## config.mk

```make
export PLATFORM = sky130hd
export DESIGN_NAME = tdm_demux_1x4
export DESIGN_NICKNAME = d
export VERILOG_FILES = /design/src/rtl/tdm_demux_1x4.sv
export SDC_FILE = /design/constraint.sdc
export NUM_CORES = 1
export LEC_CHECK = 0
export ABC_AREA = 1
export BUFFER_PORTS_ARGS = -buffer_cell sky130_fd_sc_hd__buf_2
export CAP_MARGIN = 20
export CORE_MARGIN = 2
export CORE_UTILIZATION = 57
export CTS_BUF_LIST = sky130_fd_sc_hd__clkbuf_4
export DETAILED_ROUTE_END_ITERATION = 7
export PLACE_DENSITY = 0.85
export SLEW_MARGIN = 10
export SYNTH_ARGS = -nofsm -noshare
export SYNTH_HDL_FRONTEND = slang
export SYNTH_SLANG_ARGS = --single-unit
```

## constraint.sdc

```tcl
create_clock -name clk -period 3.9 [get_ports clk]
set_input_delay 0.39 -clock clk [delete_from_list [all_inputs] [get_ports clk]]
set_output_delay 0.39 -clock clk [all_outputs]
set_load 0.02 [all_outputs]
```

## src/rtl/tdm_demux_1x4.sv

```systemverilog
// Receive-side TDM de-interleaver: splits a 4-slot serial stream back onto four
// registered channel outputs and tracks frame alignment with a HUNT/LOCKED FSM.
module tdm_demux_1x4 #(
  parameter int WIDTH = 1
) (
  input  logic                 clk,
  input  logic                 rst,
  input  logic [WIDTH-1:0]     din,
  input  logic                 din_valid,
  input  logic                 frame_sync,
  output logic [WIDTH-1:0]     dout0,
  output logic [WIDTH-1:0]     dout1,
  output logic [WIDTH-1:0]     dout2,
  output logic [WIDTH-1:0]     dout3,
  output logic [3:0]           dout_valid,
  output logic [4*WIDTH-1:0]   frame_data,
  output logic                 frame_done,
  output logic                 locked,
  output logic                 sync_err
);

  typedef enum logic {HUNT, LOCKED} state_t;

  state_t           state;
  logic [1:0]       slot;
  logic [WIDTH-1:0] hold0, hold1, hold2;

  assign locked = (state == LOCKED);

  always_ff @(posedge clk or posedge rst) begin
    if (rst) begin
      state      <= HUNT;
      slot       <= 2'd0;
      hold0      <= '0;
      hold1      <= '0;
      hold2      <= '0;
      dout0      <= '0;
      dout1      <= '0;
      dout2      <= '0;
      dout3      <= '0;
      dout_valid <= '0;
      frame_data <= '0;
      frame_done <= 1'b0;
      sync_err   <= 1'b0;
    end else begin
      // NOTE: pulse outputs default low every cycle and are raised below; using
      // non-blocking assignments lets the later branch win without ordering hazards.
      dout_valid <= '0;
      frame_done <= 1'b0;
      sync_err   <= 1'b0;

      if (din_valid) begin
        case (state)
          HUNT: begin
            if (frame_sync) begin
              dout0      <= din;
              hold0      <= din;
              dout_valid <= 4'b0001;
              slot       <= 2'd1;
              state      <= LOCKED;
            end
          end

          LOCKED: begin
            if (frame_sync && slot != 2'd0) begin
              // Resync: restart the frame at this sample; partial frame is abandoned.
              sync_err   <= 1'b1;
              dout0      <= din;
              hold0      <= din;
              dout_valid <= 4'b0001;
              slot       <= 2'd1;
            end else if (!frame_sync && slot == 2'd0) begin
              sync_err <= 1'b1;
              state    <= HUNT;
            end else begin
              case (slot)
                2'd0: begin dout0 <= din; hold0 <= din; end
                2'd1: begin dout1 <= din; hold1 <= din; end
                2'd2: begin dout2 <= din; hold2 <= din; end
                default: begin
                  dout3      <= din;
                  frame_data <= {din, hold2, hold1, hold0};
                  frame_done <= 1'b1;
                end
              endcase
              dout_valid <= 4'b0001 << slot;
              slot       <= slot + 2'd1;
            end
          end

          default: state <= HUNT;
        endcase
      end
    end
  end

endmodule
```

==> results.md, run 1 <==
- The flow ran to the end, and the final reports show no timing, DRC or antenna violations.
- The number of nets in the layout is between 100 and 150.
- The global-route usage over all layers is about 23%.
- The count of final hold-check violations is 0.
- The per-cell routed wire length is between 10 and 15 um.
- The category of the worst setup path launch point is a flop.
- During placement, the flow inserted port buffers numbering 19.
- Clock-pin slew was measured on the worst setup and hold paths at roughly 90 ps.
- The remaining routing DRC violations is 0.
- The post-route setup TNS is 0 ps.
- Pin placement for this block handled 20 I/O pins.
- The number of max-cap violations is 0.
- The filler cell count is roughly 110.
- The worst-case clock skew is between 5 and 6 ps.
- The routed design could run at a clock period as short as 1690 ps.
- For this design, the sink count on the clock tree is 15.
- The element type at the critical path end is a flop.
- Clock tree synthesis inserted a total of 3 buffers.
- Setup repair after global routing left no endpoint under its margin.
- The via count of the first global-routing pass is approximately 550.
- In the synthesized netlist, mux cells make up 0% of the area.
- CTS built an H-tree with a depth of 1.
- The overall power consumption is 647 uW.
- Timing would allow up to approximately 600 MHz.
- The clock reaches the later pin of the worst-skew pair after 280 ps.
- The placed wire-length estimate after detailed placement is about 1.1 mm.
- The synthesized instance count is 83.
- Of the available clock period, the critical path in the final layout requires a little over two fifths.
- During synthesis, Yosys emitted a total of 0 warnings.
- Routability-driven placement finished with a final weighted congestion of slightly above 0.9.
- The worst-case vdd ir drop is ~0.00041 V.
- The number of nets in the synthesized netlist is slightly below 100.
- The final layout contains routed wiring with a total length of 1.46 mm.
- The compound-cell area share of the yosys netlist is 0.653%.
- The CTS tree is yes.
- Detailed routing inserted a total of a little under 600 vias.
- After synthesis, the cell types taking the most area are dfrtp_1 (49%), ha_1 (15%), nand2_1 (14%), inv_1 (4.4%), nand3_1 (3.9%).
- The critical path arrival is between 1500 and 2000 ps.
- Of all nets on the critical path, the largest fanout is 6.
- In this run, distinct cell masters in the synthesized netlist total 14.
- The area growth from synthesis to layout is 16.8%.
- Cells with a size suffix above 1 make up between 20% and 30% of the layout.
- The overall die height is 40.7 um.
- The net load switching power is about 300 uW.
- In this run the horizontal extent of the chip is slightly above 40 um.
- Headroom to the max-slew limit came out at roughly three fifths.
- The via density per instance is 4.98.
- The first-iteration detailed-routing DRC count is 10.
- Post-CTS timing repair inserted 0 buffers for setup.
- The die area is 1650 um2.
- The transition at the pin with the smallest max-transition slack is between 500 and 600 ps.
- In this run the clock root is driven by a clkbuf_4.
- The overall overflow remaining after global route is 0.
- The number of antenna violations at the first check in global routing is 0.
- In the post-route analysis, the smallest setup slack over all paths is 2210 ps.
- In this run the worst hold path is classified as in2async.
- Summing the areas of all and, or, nand and nor instances in the mapped netlist gives 28.1% of the synthesized area.
- The first global-routing pass estimated between 2 and 2.5 mm of wire.
- Prior to clock tree synthesis, the placed netlist has a worst setup slack of 2240 ps.
- After synthesis, the largest family of logic cells by area is simple AND/OR/NAND/NOR gates.
- The synthesized-area fraction occupied by xor and xnor cells is 0%.
- The category of the most critical setup path is reg2reg.
- Setup violations remaining at the end of the flow were counted as 0.
- The number of pins with negative max-slew slack in the final report is 0.
- The register share of total power is between 30% and 40%.
- In this run, the clock network consumes 14.8% of the power.
- Net switching is 45.2% of the power.
- Row generation in the floorplan step produced 13 rows.
- The logic gate share of total power is 46.3%.
- In this run the biggest area consumer among cell types represents ~50% of the synthesized area.
- Averaged over all synthesized cells, the footprint is 9.24 um2.
- The initial utilization of the core area, before any placement, comes to between 50% and 60%.
- The core region is about 1300 um2.
- The biggest area consumer among synthesized cells is dfrtp_1.
- The design internal power is around 350 uW.
- The final hold slack is roughly 140 ps.
- The adder and majority gate portion of the synthesized area is ~15%.
- The total power divided by cell area is between 700 and 800 nW/um2.
- The sequential fraction of the synthesis area is around half.
- Gates resized during post-CTS repair numbered 0.
- The clock passes through at most 2 buffers.
- The first detailed-routing pass took 5 iterations.
- 0 antenna diodes ended up in the layout.
- Entering global routing, the biggest net connects 16 pins.
- STA puts the critical path data required time at approximately 4000 ps.
- The cell area after synthesis is about 770 um2.
- The antenna violation net count after detailed routing is 0.
- The hold-fix buffer count after cts is 0.
- The leakage component of the power is approximately 0.00056 uW.
- After synthesis the netlist holds a flip-flop and latch count of 15.
==> registers in the layout, summed over array words and instances, names as in the netlist <==
signal and flops:
dout_valid 4, frame_data 3, slot 2, dout3 1, hold0 1, hold1 1
hold2 1, locked 1, sync_err 1
==> cells by family after synthesis <==
group,after synthesis
and+or+nand+nor,45
adders and majority gates,9
buffers and inverters,13
AOI/OAI and AO/OA,1
DFF,15
==> cells in the final DEF, fill, tap and decap left out <==
cell / instances
nor2_8: 1
buf_2: 19
nand4_1: 2
nand3_1: 6
inv_2: 1
clkbuf_4: 4
nand2_4: 2
nand2_2: 1
nor2_1: 4
nand2_1: 29
inv_4: 1
dfrtp_1: 15
inv_1: 9
ha_1: 9
o21ai_1: 1
==> worst paths after layout <==
| kind | from | endpoint | slack [ps] | cells past startpoint |
|---|---|---|---|---|
| worst max-delay path | slot[0] | frame_data[1] | 2210 | 10 |
| worst min-delay path | rst | dout_valid[3] | 140 | 2 |
| worst max register to register | slot[0] | frame_data[1] | 2210 | 10 |
| worst min register to register | frame_data[1] | frame_data[1] | 480 | 2 |
| min in group clk | din | dout3 | 380 | 3 |
| max in group asynchronous | rst | hold2 | 3380 | 2 |
==> worst max-delay path: stages, from the launching register on <==
cell     delay, ps
dfrtp_1        450
inv_1          130
ha_1           210
inv_1           60
ha_1           180
inv_1          190
nand2_4         90
nor2_8         130
inv_4           50
nand2_1         50
nand2_1         50
==> power by group through the flow <==
| stage | registers (uW) | logic [uW] | clock network (uW) |
|---|---|---|---|
| floorplan | 304 | 165 | 0 |
| global placement | 252 | 287 | 0 |
| detailed placement | 254 | 298 | 0 |
| CTS | 251 | 301 | 95.6 |
| global route | 260 | 340 | 104 |
| finish | 251 | 300 | 96.1 |
==> stage by stage <==
| step | instances | util [%] | instance area, um2 |
|---|---|---|---|
| global placement | 115 | 67.4 | 866 |
| global route | 119 | 69.7 | 896 |
| finish | 119 | 69.7 | 896 |
| detailed placement | 115 | 67.4 | 866 |
| floorplan | 83 | - | 767 |
| CTS | 119 | 69.7 | 896 |
==> synth_stat cells, drive strengths merged <==
master	instances
o21ai	1
dfrtp	15
ha	9
nand3	6
nand2	32
nand4	2
inv	11
buf	2
nor2	5
==> layer usage <==
layer	up-vias	wire length [um]	global-route usage, %
li1	294	-	-
met5	-	0	0
met3	4	49	3.26
met2	16	750	41.7
met4	0	29	10.0
met1	279	627	27.3
==> layout make-up <==
class	instances	area (um2)	share of cell area (%)
multi-input cells	55	333	37.2
inverters	11	43.8	4.89
well taps	15	18.8	2.09
repair buffers	19	95.1	10.6
flip-flops and latches	15	375	41.9
clock buffers	4	30.0	3.35
No activity file was read; power rests on OpenSTA's default activity.
==> run 2: changes to the inputs <==
- CORE_UTILIZATION: 57 -> 48
- PLACE_DENSITY: 0.85 -> 0.76
- clock period: 3.9 -> 1.45 ns (I/O delays scaled with it)
==> run 2 against run 1 <==
  * First-iteration DRC count down 50%
  * Clock-buffer cell count unchanged
  * Fmax up 23%
  * Final cell count up 8.4%
  * Utilization down 3.5 points
  * Routed wire length up 0.48%
  * Global-route usage down 5.9 points
  * Die area up 17%
  * Sequential power rose to 2.6 times the previous value
  * Register-to-register slack worse by 2100 ps
  * Flip-flop and latch count unchanged
  * Combinational power rose to 3.4 times the previous value
  * Critical path type unchanged
  * Largest cell class unchanged
==> results.md, run 2 (synthesis gave the netlist of run 1 again) <==
- The global-route wire length before repair is 2.36 mm (-2.6%).
- The first-iteration detailed-routing DRC count came to 5 (-5).
- The placeable core region came to 1510 um2 (+17%).
- STA classifies the critical path startpoint as a flop.
- The critical path is of the reg2reg type.
- The H-tree depth reported by CTS is 1 (unchanged).
- The element type at the critical path end is a flop.
- The number of pins with negative max-slew slack in the final report was 0 (unchanged).
- The design internal power came to 1110 uW (+210%).
- The number of cell rows is 14 (+1).
- The number of buffers inserted during clock tree synthesis came to 3 (unchanged).
- The per-cell routed wire length was 11.3 um (-7.3%).
- The worst-case clock skew was 2.07 ps (-3.70 ps).
- TritonCTS built the clock tree.
- The routed via count came to 613 (+3.4%).
- The logic gate share of total power is 52.8% (+6.5 points).
- In the layout the commonest cells are nand2_1 (29), buf_2 (19), dfrtp_1 (15).
- The wire length reported by the detailed router is 1.46 mm (+0.48%).
- The commonest non-fill, non-tap cell in the layout is nand2_1.
- The total power divided by cell area is 1950 nW/um2 (+170%).
- The count of final hold-check violations was 0 (unchanged).
- The number of max-cap violations was 0 (unchanged).
- The number of buffer cells added on primary ports is 19 (unchanged).
- The final critical-path share of the clock period was 95.0% (+52 points).
- In this run the clock root is driven by a clkbuf_4.
- The run finished with clean final reports.
- The filler cell count came to 117 (+10%).
- The transition at the pin with the smallest max-transition slack is 556 ps (-15.3 ps).
- The setup slack of the worst register-to-register path is 70 ps (-2130 ps).
- The remaining routing DRC violations came to 0 (unchanged).
- The initial standard-cell utilization of the core is 50.9% (-8.8 points).
- The critical path arrival was 1560 ps (-310 ps).
- The die area is 1930 um2 (+17%).
- The global-route usage over all layers is 17.3% (-5.9 points).
- The post-layout minimum cycle time is 1380 ps (-315 ps).
- The flip-flop count of the largest register, all copies and words added is 4 (unchanged).
- The I/O pin count came to 20 (unchanged).
- The proportion of layout cells with a drive suffix above 1 is 38.1% (+10 points).
- The clock slew seen by the registers of the worst setup and hold paths came to 80 ps (about the same).
- The clock power share came to 13.4% (-1.4 points).
- The maximum fanout along the worst path is 5 (-1).
- The insertion delay of the later-clocked pin in the worst-skew pair is 290 ps (about the same).
- The number of nets in the layout was 128 (+7.6%).
- The count of clock tree sinks is 15 (unchanged).
- The worst path required time is 1630 ps (-2450 ps).
- The total cell area at the placement stage is 897 um2 (+3.6%).
- The placed wire-length estimate after detailed placement is 1.06 mm (-6.1%).
- The final RePlAce weighted congestion is 0.839 (-7.6%).
- The worst setup slack after layout came to 72.9 ps (-2130 ps).
- The number of antenna violations at the first check in global routing was 0 (unchanged).
- The overall power consumption is 1940 uW (+200%).
- The final antenna diode count is 0 (unchanged).
- The overall overflow remaining after global route was 0 (unchanged).
- The maximum number of pins on one net before global-route repair is 16 (unchanged).
- The via count of the first global-routing pass is 558 (+1.8%).
- The fraction of power spent switching nets came to 43.0% (-2.2 points).
- The maximum buffer depth of the clock tree is 2 (unchanged).
- The share of the core filled with cells is 66.2% (-3.5 points).
- The via density per instance is 4.75 (-4.6%).
- dout_valid holds more flip-flops than any other register.
- The worst setup timing slack at the placement stage is -34.3 ps (-2280 ps).
- The number of detailed-route iterations in the first pass is 4 (-1).
- The final count of negative-setup-slack endpoints is 0 (unchanged).
- The worst-case headroom to the max-slew limit came to 62.9% (+1.0 points).
- The maximum frequency from static timing analysis is 726 MHz (+23%).
- The final design area excluding fillers is 997 um2 (+11%).
- The worst hold-check path type is in2reg.
- The net load switching power is 835 uW (+190%).
- The leakage component of the power came to 0.000597 uW (+7.0%).
- The antenna violation net count after detailed routing came to 0 (unchanged).
- The largest registers in the layout are dout_valid (4), frame_data (3), slot (2).
- The register share of total power is 33.8% (-5.0 points).
- The area growth from synthesis to layout is 30.0%.
- The overall die height is 44.0 um (+8.1%).
- The worst-case vdd ir drop is 0.00105 V (+150%).
- The width of the die is 44.0 um (+8.1%).
==> run 2: path summary, 6_finish.rpt <==
| path | from | end | depth (start not counted) |
|---|---|---|---|
| setup / recovery | slot[0] | hold2 | 7 |
| hold / removal | din | dout3 | 3 |
| setup reg to reg | slot[0] | hold2 | 7 |
| hold reg to reg | frame_data[0] | frame_data[0] | 2 |
| max in group asynchronous | rst | hold2 | 3 |
| min in group asynchronous | rst | hold0 | 3 |
==> run 2: layout make-up <==
type | count | area, um2 | share of cell area, %
Clock buffer | 4 | 30.0 | 3.01
Inverter | 11 | 46.3 | 4.64
Multi-Input combinational cell | 55 | 360 | 36.1
Tap cell | 16 | 20.0 | 2.01
Timing Repair Buffer | 28 | 165 | 16.6
Sequential cell | 15 | 375 | 37.6
==> run 2: per-layer routing <==
layer / vias to the layer above / GRT usage [%] / wire [um]
met1: 274 / 20.3 / 620
met3: 5 / 3.75 / 92
met5: - / 0 / 0
met4: 0 / 9.09 / 34
li1: 314 / - / -
met2: 20 / 29.4 / 718
==> run 2: through the flow <==
step	TNS [ps]	hold WS, ps	instances
after detailed placement	-123	231	120
after global routing	-3.44	119	129
after floorplan	0	46.5	83
after CTS	0	125	126
final	0	120	129
after global placement	0	211	120
==> run 2: worst max-delay path: stages, from the launching register on <==
cell,delay (ps)
dfrtp_1,370
inv_2,60
ha_4,160
buf_4,130
ha_2,360
nand3_1,80
nand2_1,60
nand2_1,50
==> run 2: timing repair <==
action	4_1_cts	5_1_grt
pin swaps	1	2
endpoints found under the hold margin	15	0
endpoints found under the setup margin	4	7
gates resized for setup	2	6
hold buffers	1	0
setup buffers	1	3
==> run 2: power by group through the flow <==
stage	Combinational (uW)	Clock, uW	Sequential (uW)
floorplan	447	0	817
global placement	870	0	657
detailed placement	894	0	659
CTS	943	257	650
global route	1140	289	671
finish	1030	260	656
